$ cat src/rtl/core_mc.sv
`default_nettype none
// ============================================================================
// Module   : core_mc
// Purpose  : Minimal multi-cycle micro-controller. 9-bit instructions are
//            fetched from a combinational instruction memory, executed
//            against an 8 x DW register file, and loads/stores go through a
//            req/ack data-memory handshake with a bounded wait.
// Ports    : clk, reset      - clock, synchronous active-high reset
//            start           - run request, honoured only in IDLE/HALTED
//            busy/done/error - executing / HALT retired / dmem timeout
//            imem_addr/data  - program counter out, instruction in
//            dmem_*          - data memory request/ack interface
//            cycle_count     - saturating count of busy cycles
// Revision : 1.0 - initial release
// ============================================================================
module core_mc #(
    parameter int DW      = 8,
    parameter int PCW     = 7,
    parameter int MEM_TMO = 15
) (
    input  logic           clk,
    input  logic           reset,
    input  logic           start,
    output logic           busy,
    output logic           done,
    output logic           error,
    output logic [PCW-1:0] imem_addr,
    input  logic [8:0]     imem_data,
    output logic           dmem_req,
    output logic           dmem_we,
    output logic [DW-1:0]  dmem_addr,
    output logic [DW-1:0]  dmem_wdata,
    input  logic [DW-1:0]  dmem_rdata,
    input  logic           dmem_ack,
    output logic [31:0]    cycle_count
);

    // Wait counter only has to reach MEM_TMO-1.
    localparam int            TW       = (MEM_TMO > 2) ? $clog2(MEM_TMO) : 1;
    localparam logic [TW-1:0] TMO_LAST = TW'(MEM_TMO - 1);

    localparam logic [2:0] OP_ADD = 3'b000;
    localparam logic [2:0] OP_SUB = 3'b001;
    localparam logic [2:0] OP_XOR = 3'b010;
    localparam logic [2:0] OP_LDI = 3'b011;
    localparam logic [2:0] OP_LD  = 3'b100;
    localparam logic [2:0] OP_ST  = 3'b101;
    localparam logic [2:0] OP_BZ  = 3'b110;

    typedef enum logic [2:0] {
        S_IDLE   = 3'd0,
        S_FETCH  = 3'd1,
        S_EXEC   = 3'd2,
        S_MEM    = 3'd3,
        S_HALTED = 3'd4
    } state_t;

    state_t         state_q, state_d;
    logic [PCW-1:0] pc_q, pc_d;
    logic [8:0]     ir_q, ir_d;
    logic [DW-1:0]  rf_q [8];
    logic [DW-1:0]  rf_d [8];
    logic           busy_q, busy_d;
    logic           done_q, done_d;
    logic           error_q, error_d;
    logic           req_q, req_d;
    logic           we_q, we_d;
    logic [DW-1:0]  addr_q, addr_d;
    logic [DW-1:0]  wdata_q, wdata_d;
    logic [TW-1:0]  tmo_q, tmo_d;
    logic [31:0]    cyc_q, cyc_d;

    // Instruction field decode from the latched IR
    logic [2:0]     opcode;
    logic [2:0]     rd;
    logic [2:0]     rs;
    logic [5:0]     imm6;
    logic [PCW-1:0] pc_inc;
    logic [PCW-1:0] imm_pc;

    assign opcode = ir_q[8:6];
    assign rd     = ir_q[5:3];
    assign rs     = ir_q[2:0];
    assign imm6   = ir_q[5:0];
    assign pc_inc = pc_q + PCW'(1);
    assign imm_pc = PCW'(imm6);

    always_comb begin
        state_d = state_q;
        pc_d    = pc_q;
        ir_d    = ir_q;
        rf_d    = rf_q;
        done_d  = done_q;
        error_d = error_q;
        req_d   = req_q;
        we_d    = we_q;
        addr_d  = addr_q;
        wdata_d = wdata_q;
        tmo_d   = tmo_q;
        cyc_d   = cyc_q;

        if (busy_q && (cyc_q != '1)) begin
            cyc_d = cyc_q + 32'd1;
        end

        case (state_q)
            S_IDLE, S_HALTED: begin
                // Register file intentionally survives a restart.
                if (start) begin
                    pc_d    = '0;
                    done_d  = 1'b0;
                    error_d = 1'b0;
                    cyc_d   = '0;
                    state_d = S_FETCH;
                end
            end
            S_FETCH: begin
                ir_d    = imem_data;
                state_d = S_EXEC;
            end
            S_EXEC: begin
                pc_d    = pc_inc;
                state_d = S_FETCH;
                case (opcode)
                    OP_ADD: rf_d[rd] = rf_q[rd] + rf_q[rs];
                    OP_SUB: rf_d[rd] = rf_q[rd] - rf_q[rs];
                    OP_XOR: rf_d[rd] = rf_q[rd] ^ rf_q[rs];
                    OP_LDI: rf_d[0]  = DW'(imm6);
                    OP_LD, OP_ST: begin
                        // PC advances only once the access completes.
                        pc_d    = pc_q;
                        state_d = S_MEM;
                        req_d   = 1'b1;
                        we_d    = (opcode == OP_ST);
                        addr_d  = rf_q[rs];
                        wdata_d = rf_q[rd];
                        tmo_d   = '0;
                    end
                    OP_BZ: pc_d = (rf_q[0] == '0) ? imm_pc : pc_inc;
                    default: begin
                        if (imm6 == 6'h3F) begin
                            pc_d    = pc_q;
                            done_d  = 1'b1;
                            state_d = S_HALTED;
                        end else begin
                            pc_d = imm_pc;
                        end
                    end
                endcase
            end
            S_MEM: begin
                if (dmem_ack) begin
                    req_d = 1'b0;
                    we_d  = 1'b0;
                    if (!we_q) begin
                        rf_d[rd] = dmem_rdata;
                    end
                    pc_d    = pc_inc;
                    state_d = S_FETCH;
                end else if (tmo_q == TMO_LAST) begin
                    // Abandon the access: no write-back, PC left on the LD/ST.
                    req_d   = 1'b0;
                    we_d    = 1'b0;
                    error_d = 1'b1;
                    state_d = S_HALTED;
                end else begin
                    tmo_d = tmo_q + TW'(1);
                end
            end
            default: state_d = S_IDLE;
        endcase

        busy_d = (state_d == S_FETCH) || (state_d == S_EXEC) || (state_d == S_MEM);
    end

    always_ff @(posedge clk) begin
        if (reset) begin
            state_q <= S_IDLE;
            pc_q    <= '0;
            ir_q    <= '0;
            for (int i = 0; i < 8; i++) begin
                rf_q[i] <= '0;
            end
            busy_q  <= 1'b0;
            done_q  <= 1'b0;
            error_q <= 1'b0;
            req_q   <= 1'b0;
            we_q    <= 1'b0;
            addr_q  <= '0;
            wdata_q <= '0;
            tmo_q   <= '0;
            cyc_q   <= '0;
        end else begin
            state_q <= state_d;
            pc_q    <= pc_d;
            ir_q    <= ir_d;
            rf_q    <= rf_d;
            busy_q  <= busy_d;
            done_q  <= done_d;
            error_q <= error_d;
            req_q   <= req_d;
            we_q    <= we_d;
            addr_q  <= addr_d;
            wdata_q <= wdata_d;
            tmo_q   <= tmo_d;
            cyc_q   <= cyc_d;
        end
    end

    assign busy        = busy_q;
    assign done        = done_q;
    assign error       = error_q;
    assign imem_addr   = pc_q;
    assign dmem_req    = req_q;
    assign dmem_we     = we_q;
    assign dmem_addr   = addr_q;
    assign dmem_wdata  = wdata_q;
    assign cycle_count = cyc_q;

endmodule
`default_nettype wire

$ cat config.mk
export PLATFORM = sky130hd
export DESIGN_NAME = core_mc
export DESIGN_NICKNAME = d
export VERILOG_FILES = /design/src/rtl/core_mc.sv
export SDC_FILE = /design/constraint.sdc
export NUM_CORES = 1
export LEC_CHECK = 0
export BUFFER_PORTS_ARGS = -buffer_cell sky130_fd_sc_hd__buf_2
export CAP_MARGIN = 20
export CORE_MARGIN = 2
export CORE_UTILIZATION = 54
export DETAILED_ROUTE_END_ITERATION = 10
export PLACE_DENSITY = 0.78
export SLEW_MARGIN = 20
export SYNTH_ARGS = -nofsm -noshare
export SYNTH_HDL_FRONTEND = slang
export SYNTH_SLANG_ARGS = --single-unit
$ cat constraint.sdc
create_clock -name clk -period 3.8 [get_ports clk]
set_clock_uncertainty 0.1 [all_clocks]
set_input_delay 0.76 -clock clk [delete_from_list [all_inputs] [get_ports clk]]
set_output_delay 0.76 -clock clk [all_outputs]
set_load 0.01 [all_outputs]
### Yosys cells after proc, flatten, opt, wreduce, memory -nomap -nowiden

Cells that the tools add are included.

| word-level totals | value |
|---|---|
| register bits after elaboration | 140 |
| latch bits | 0 |
| memory bits (writable) | 0 |
| ROM bits | 0 |
| output and inout port bits | 60 |
| memories kept | 0 |

| operators by class | value |
|---|---|
| $add $sub $neg | 5 |
| multiply operators | 0 |
| div/mod/pow operators | 0 |
| magnitude comparators | 3 |
| eq/ne operators | 30 |
| shifts and indexed selects | 0 |
| multiplexer cells | 49 |
| bitwise logic cells | 3 |
| reductions and logical operators | 24 |

Operators with widths:

| operator | count |
|---|---|
| bitwise mux 64 bit | 4 |
| one-hot mux 56 bit (3 select lines) | 1 |
| two-way mux 64 bit | 2 |
| one-hot mux 64 bit (2 select lines) | 1 |
| two-way mux 32 bit | 3 |
| binary-select mux 8 bit (select 3 bit) | 2 |
| one-hot mux 7 bit (3 select lines) | 2 |
| two-way mux 8 bit | 5 |
| adder 32 x 1 -> 32 bit, second input constant | 1 |
| != test 32 bit, second input constant | 1 |
| one-hot mux 8 bit (4 select lines) | 1 |
| two-way mux 7 bit | 4 |
| demux 8 bit (select 3 bit) | 1 |
| != test 2 bit, second input constant | 10 |
| AND reduction 4 bit | 5 |
| == test 3 x 2 -> 1 bit, second input constant | 6 |
| == test 3 bit, second input constant | 4 |
| two-way mux 3 bit | 4 |
| two-way mux 4 bit | 3 |
| one-hot mux 3 bit (4 select lines) | 1 |
| == test 3 x 1 -> 1 bit, second input constant | 3 |
| two-way mux 1 bit | 9 |
| adder 8 bit | 1 |
| greater-or-equal comparator 4 bit, second input constant | 2 |
| 27 further kinds | 38 |

### Depth between registers and ports, before layout

| depth | value |
|---|---|
| depth in word-level cells | 9 |
| gate-level depth with buffers | 17 |
| gate-level depth less buffers | 14 |

### Worst setup path after synthesis

No wires, ideal clock.

| timing | value |
|---|---|
| kind | reg-to-reg |
| from | reg ir_q[0] |
| to | reg rf_q[62] (netlist name) |
| arrival | 3.352 ns |
| data required time | 3.588 ns |
| path slack | 0.236 ns |
| stages on the path, launching flop included | 13 |
| path buffers | 2 |
| clock period less this slack | 3.564 ns |
| cell sequence | dfxtp_1 buf_2 buf_2 mux4_2 mux2i_1 inv_1 fa_1 nand2b_1 a21oi_1 o21a_1 or3_1 a41o_1 a2111oi_1 |

| between the ends | value |
|---|---|
| longest elaborated chain between the ends | 8 |
| elaborated cells on any way between the ends | 12 |

RTL lines:

| item | RTL line | source |
|---|---|---|
| start: declaration | 60 | `logic [8:0] ir_q, ir_d;` |
| start signal: assignment | 196 | `ir_q <= ir_d;` |
| inverter 3 -> 4 bit (not written as such) * | 125, 126, 127 |  |
| binary-select mux 8 bit (select 3 bit) * | 125, 126, 127 |  |
| two-way mux 8 bit (not written as such) * (2 in a row) | 125, 126, 127 |  |
| subtractor 8 bit, or another cell as far along | 126 | `OP_SUB: rf_d[rd] = rf_q[rd] - rf_q[rs];` |
| bitwise mux 64 bit (on tied branches) | 126, 125, 127 |  |
| one-hot mux 8 bit (4 select lines) * | 124 | `case (opcode)` |
| one-hot mux 64 bit (2 select lines) * | 106 | `case (state_q)` |
| end signal: assignment | 197 | `rf_q <= rf_d;` |
| end: declaration | 61 | `logic [DW-1:0] rf_q [8];` |

Mark *: on every way between the ends. The rest lies on a longest branch, timed or not. The select of a mux whose other input is x is not followed.
A chain may end at the register's enable or synchronous reset.

### Final worst setup path

| timing | value |
|---|---|
| from | reg ir_q[5] |
| to | reg rf_q[37] (netlist name) |

| between the ends | value |
|---|---|
| longest elaborated chain between the ends | 9 |
| elaborated cells on any way between the ends | 20 |

RTL lines:

| item | RTL line |
|---|---|
| inverter 3 -> 4 bit (not written as such) * | n/a |
| branches (longest 7 deep; another with subtractor 8 bit) | n/a |
| one-hot mux 64 bit (2 select lines) * | 106 |

Mark *: on every way between the ends. The select of a mux whose other input is x is not followed.

==> metrics <==
VDD IR max 0.306 mV; std cell rows 44; CP startpoint kind register; Final Hold Viols 0; number of flops mapped to enable cells by yosys 0; Post-Syn Area per Cell 8.33 sq um; Detailed Place HPWL 17400 um; final critical-path required period 3630 ps; CTS H-tree depth 4; Max Cap Violations 0; crit path from ir_q[5]; initial antenna violation count 0; synth top area cells dfxtp_1 (35%), nor2_1 (6.6%), a21oi_1 (5.2%), nand2_1 (3.7%), mux4_2 (3.6%); post-synthesis net count 1005; area growth from synthesis to layout 16.8%; Area after DPL 0.00877 sq mm; Synth Flop Type dfxtp_1; Final nets 1087; cell accounting for the most synthesized area dfxtp_1; R2R Path Start ir_q[5]; Gate Count Post-Synth 964; CTS Buffer Depth 2; Slew Limit Fails 0; Worst-path clk slew 60 ps; top-area cell type share of the netlist area 34.9%; CTS buffer count 17; Sink Count 140; Slew headroom 32.8%; total routed wirelength 23900 um; crit path kind reg2reg; Die W 126 um; Placeable Area 0.0145 sq mm; min-delay worst type reg2reg; drt first pass iters 5; Setup-failing EPs final 0; post-route antenna net violation count 0; unique cell type count in the Yosys netlist 74; initial drt markers 762; GP Congestion 1.01; vias in the first global route 7205; sequential area share after synthesis 34.9%; Setup TNS 0 ps; Crit Path Max Fanout 9; crit path DAT 3830 ps; mapped cell area 0.00803 sq mm; Clock Latency Late Sink 430 ps; PD cells 424 mW/mm^2; Finished Cell Area 0.00938 sq mm; synthesized flop and latch total 140; CTS tree done; Port Buffer Count 80; gr ovfl total 0; Tot GR Track Use 30.1%; share of layout cells above drive strength 1 19.2%; Initial Utilization 55.3%; CP required 4000 ps; fill count 1243; Min Hold Slack 365 ps; fin crit share 95.6%; crit end category register; DR vias 7906; status completed; Hold Crit Start error; number of diodes 0; maximum clock frequency 275 MHz; clk root buf clkbuf_16; Die Span Y 126 um; number of remaining DRC errors 0; Slew @ Worst Pin 1000 ps; WL per Instance 19.3 um; Leak 3.60 nW; unrepaired setup endpoints after global routing no; largest net degree at the start of global routing 95; die footprint 0.0159 sq mm; global-route wire length before repair 38200 um; Ports 81; Via-to-Cell Ratio 6.36; Synth Warn # 0; ys async rst share 0%
==> through the flow <==
step	std cells	setup WS [ps]	util (%)	power, mW
floorplan	964	236	-	2.09
global placement	1210	161	60.3	2.32
detailed placement	1210	97.0	60.3	2.33
CTS	1242	50.9	64.3	3.95
global route	1243	7.15	64.6	4.12
finish	1243	168	64.6	3.98
==> cell usage after synthesis, drive strengths merged, types with 3 or more instances <==
library cell / instances
nand4: 13
and3: 13
o221ai: 8
inv: 26
a32oi: 3
ha: 18
a22oi: 14
nand3: 27
nor2: 141
a2bb2oi: 3
o22a: 6
or3: 4
o31ai: 6
mux4: 18
nand2b: 10
o22ai: 21
nor3: 19
o21ai: 45
nor4: 7
nand3b: 4
a21o: 3
a21oi: 85
xor2: 30
nand2: 80
a211oi: 28
nor2b: 13
mux2: 10
mux2i: 26
and4: 6
or2: 3
o32ai: 3
a32o: 3
o211ai: 9
nor3b: 3
buf: 23
and2: 6
a221oi: 6
a31oi: 12
xnor2: 10
clkbuf: 36
dfxtp: 140
==> state kept, by name, indices dropped and copies added (netlist names) <==
name         count
state_q          3
dmem_we          1
imem_addr        7
ir_q             9
tmo_q            4
dmem_addr        8
error            1
dmem_req         1
cycle_count     32
done             1
rf_q            64
dmem_wdata       8
busy             1
==> cells by family after synthesis <==
family / Yosys count / synth area share, %
AOI/OAI and AO/OA: 273 / 22.0
xor gates and xnor gates: 40 / 4.46
adders and majority gates: 20 / 3.30
buffers and inverters: 86 / 4.42
DFF: 140 / 34.9
muxes: 54 / 10.1
and+or+nand+nor: 351 / 20.9
==> critical path: stages (launching register included) <==
cell and delay, ps:
dfxtp_4 430, mux2_2 360, a221oi_1 240, a21oi_1 70, a221o_1 370, ha_1 420, a21oi_1 100, o41ai_1 500
buf_4 210, xnor2_1 150, o22ai_1 120, nand2_1 290, o22ai_1 150
==> layout by cell type (no fill, tap or decap), types with 24 or more instances in the layout <==
cell	count
a211oi_1	27
nand2_1	80
buf_2	80
mux2i_1	24
buf_4	38
o21ai_0	42
inv_1	25
nor2_1	141
xor2_1	30
nand3_1	27
a21oi_1	83
dfxtp_1	136
==> layer usage <==
metal	part of all wire, %	wire length (um)	GRT usage, %
met1	44	10500	43.3
met2	44	10500	44.7
met3	9.4	2250	5.82
met4	2.9	694	11.7
met5	0	0	0
==> timing repair <==
| item | CTS | global route |
|---|---|---|
| setup buffers | 0 | 0 |
| endpoints found under the setup margin | 0 | 43 |
| hold buffers | 0 | 0 |
| resized for setup | 0 | 10 |
| endpoints found under the hold margin | 0 | 0 |
==> layout make-up <==
cell class	instances	area, sq um	area share (%)
inverters	27	101	1.08
repair buffers	122	753	8.03
well taps	184	230	2.45
clock inverters	15	155	1.65
clock buffers	17	425	4.53
flip-flops and latches	140	2810	30.0
multi-input cells	738	4900	52.3
==> final timing paths <==
path                            cells after the start  slack, ps        to
worst max-delay path                               12        170  rf_q[37]
worst min-delay path                                2        360     error
worst max register to register                     12        170  rf_q[37]
worst min register to register                      2        360     error
==> power by group <==
part           switching (mW)  internal (mW)
Combinational           0.471          0.302
Clock                   0.717          0.925
Sequential             0.0630           1.50
No activity file was read; power rests on OpenSTA's default activity.
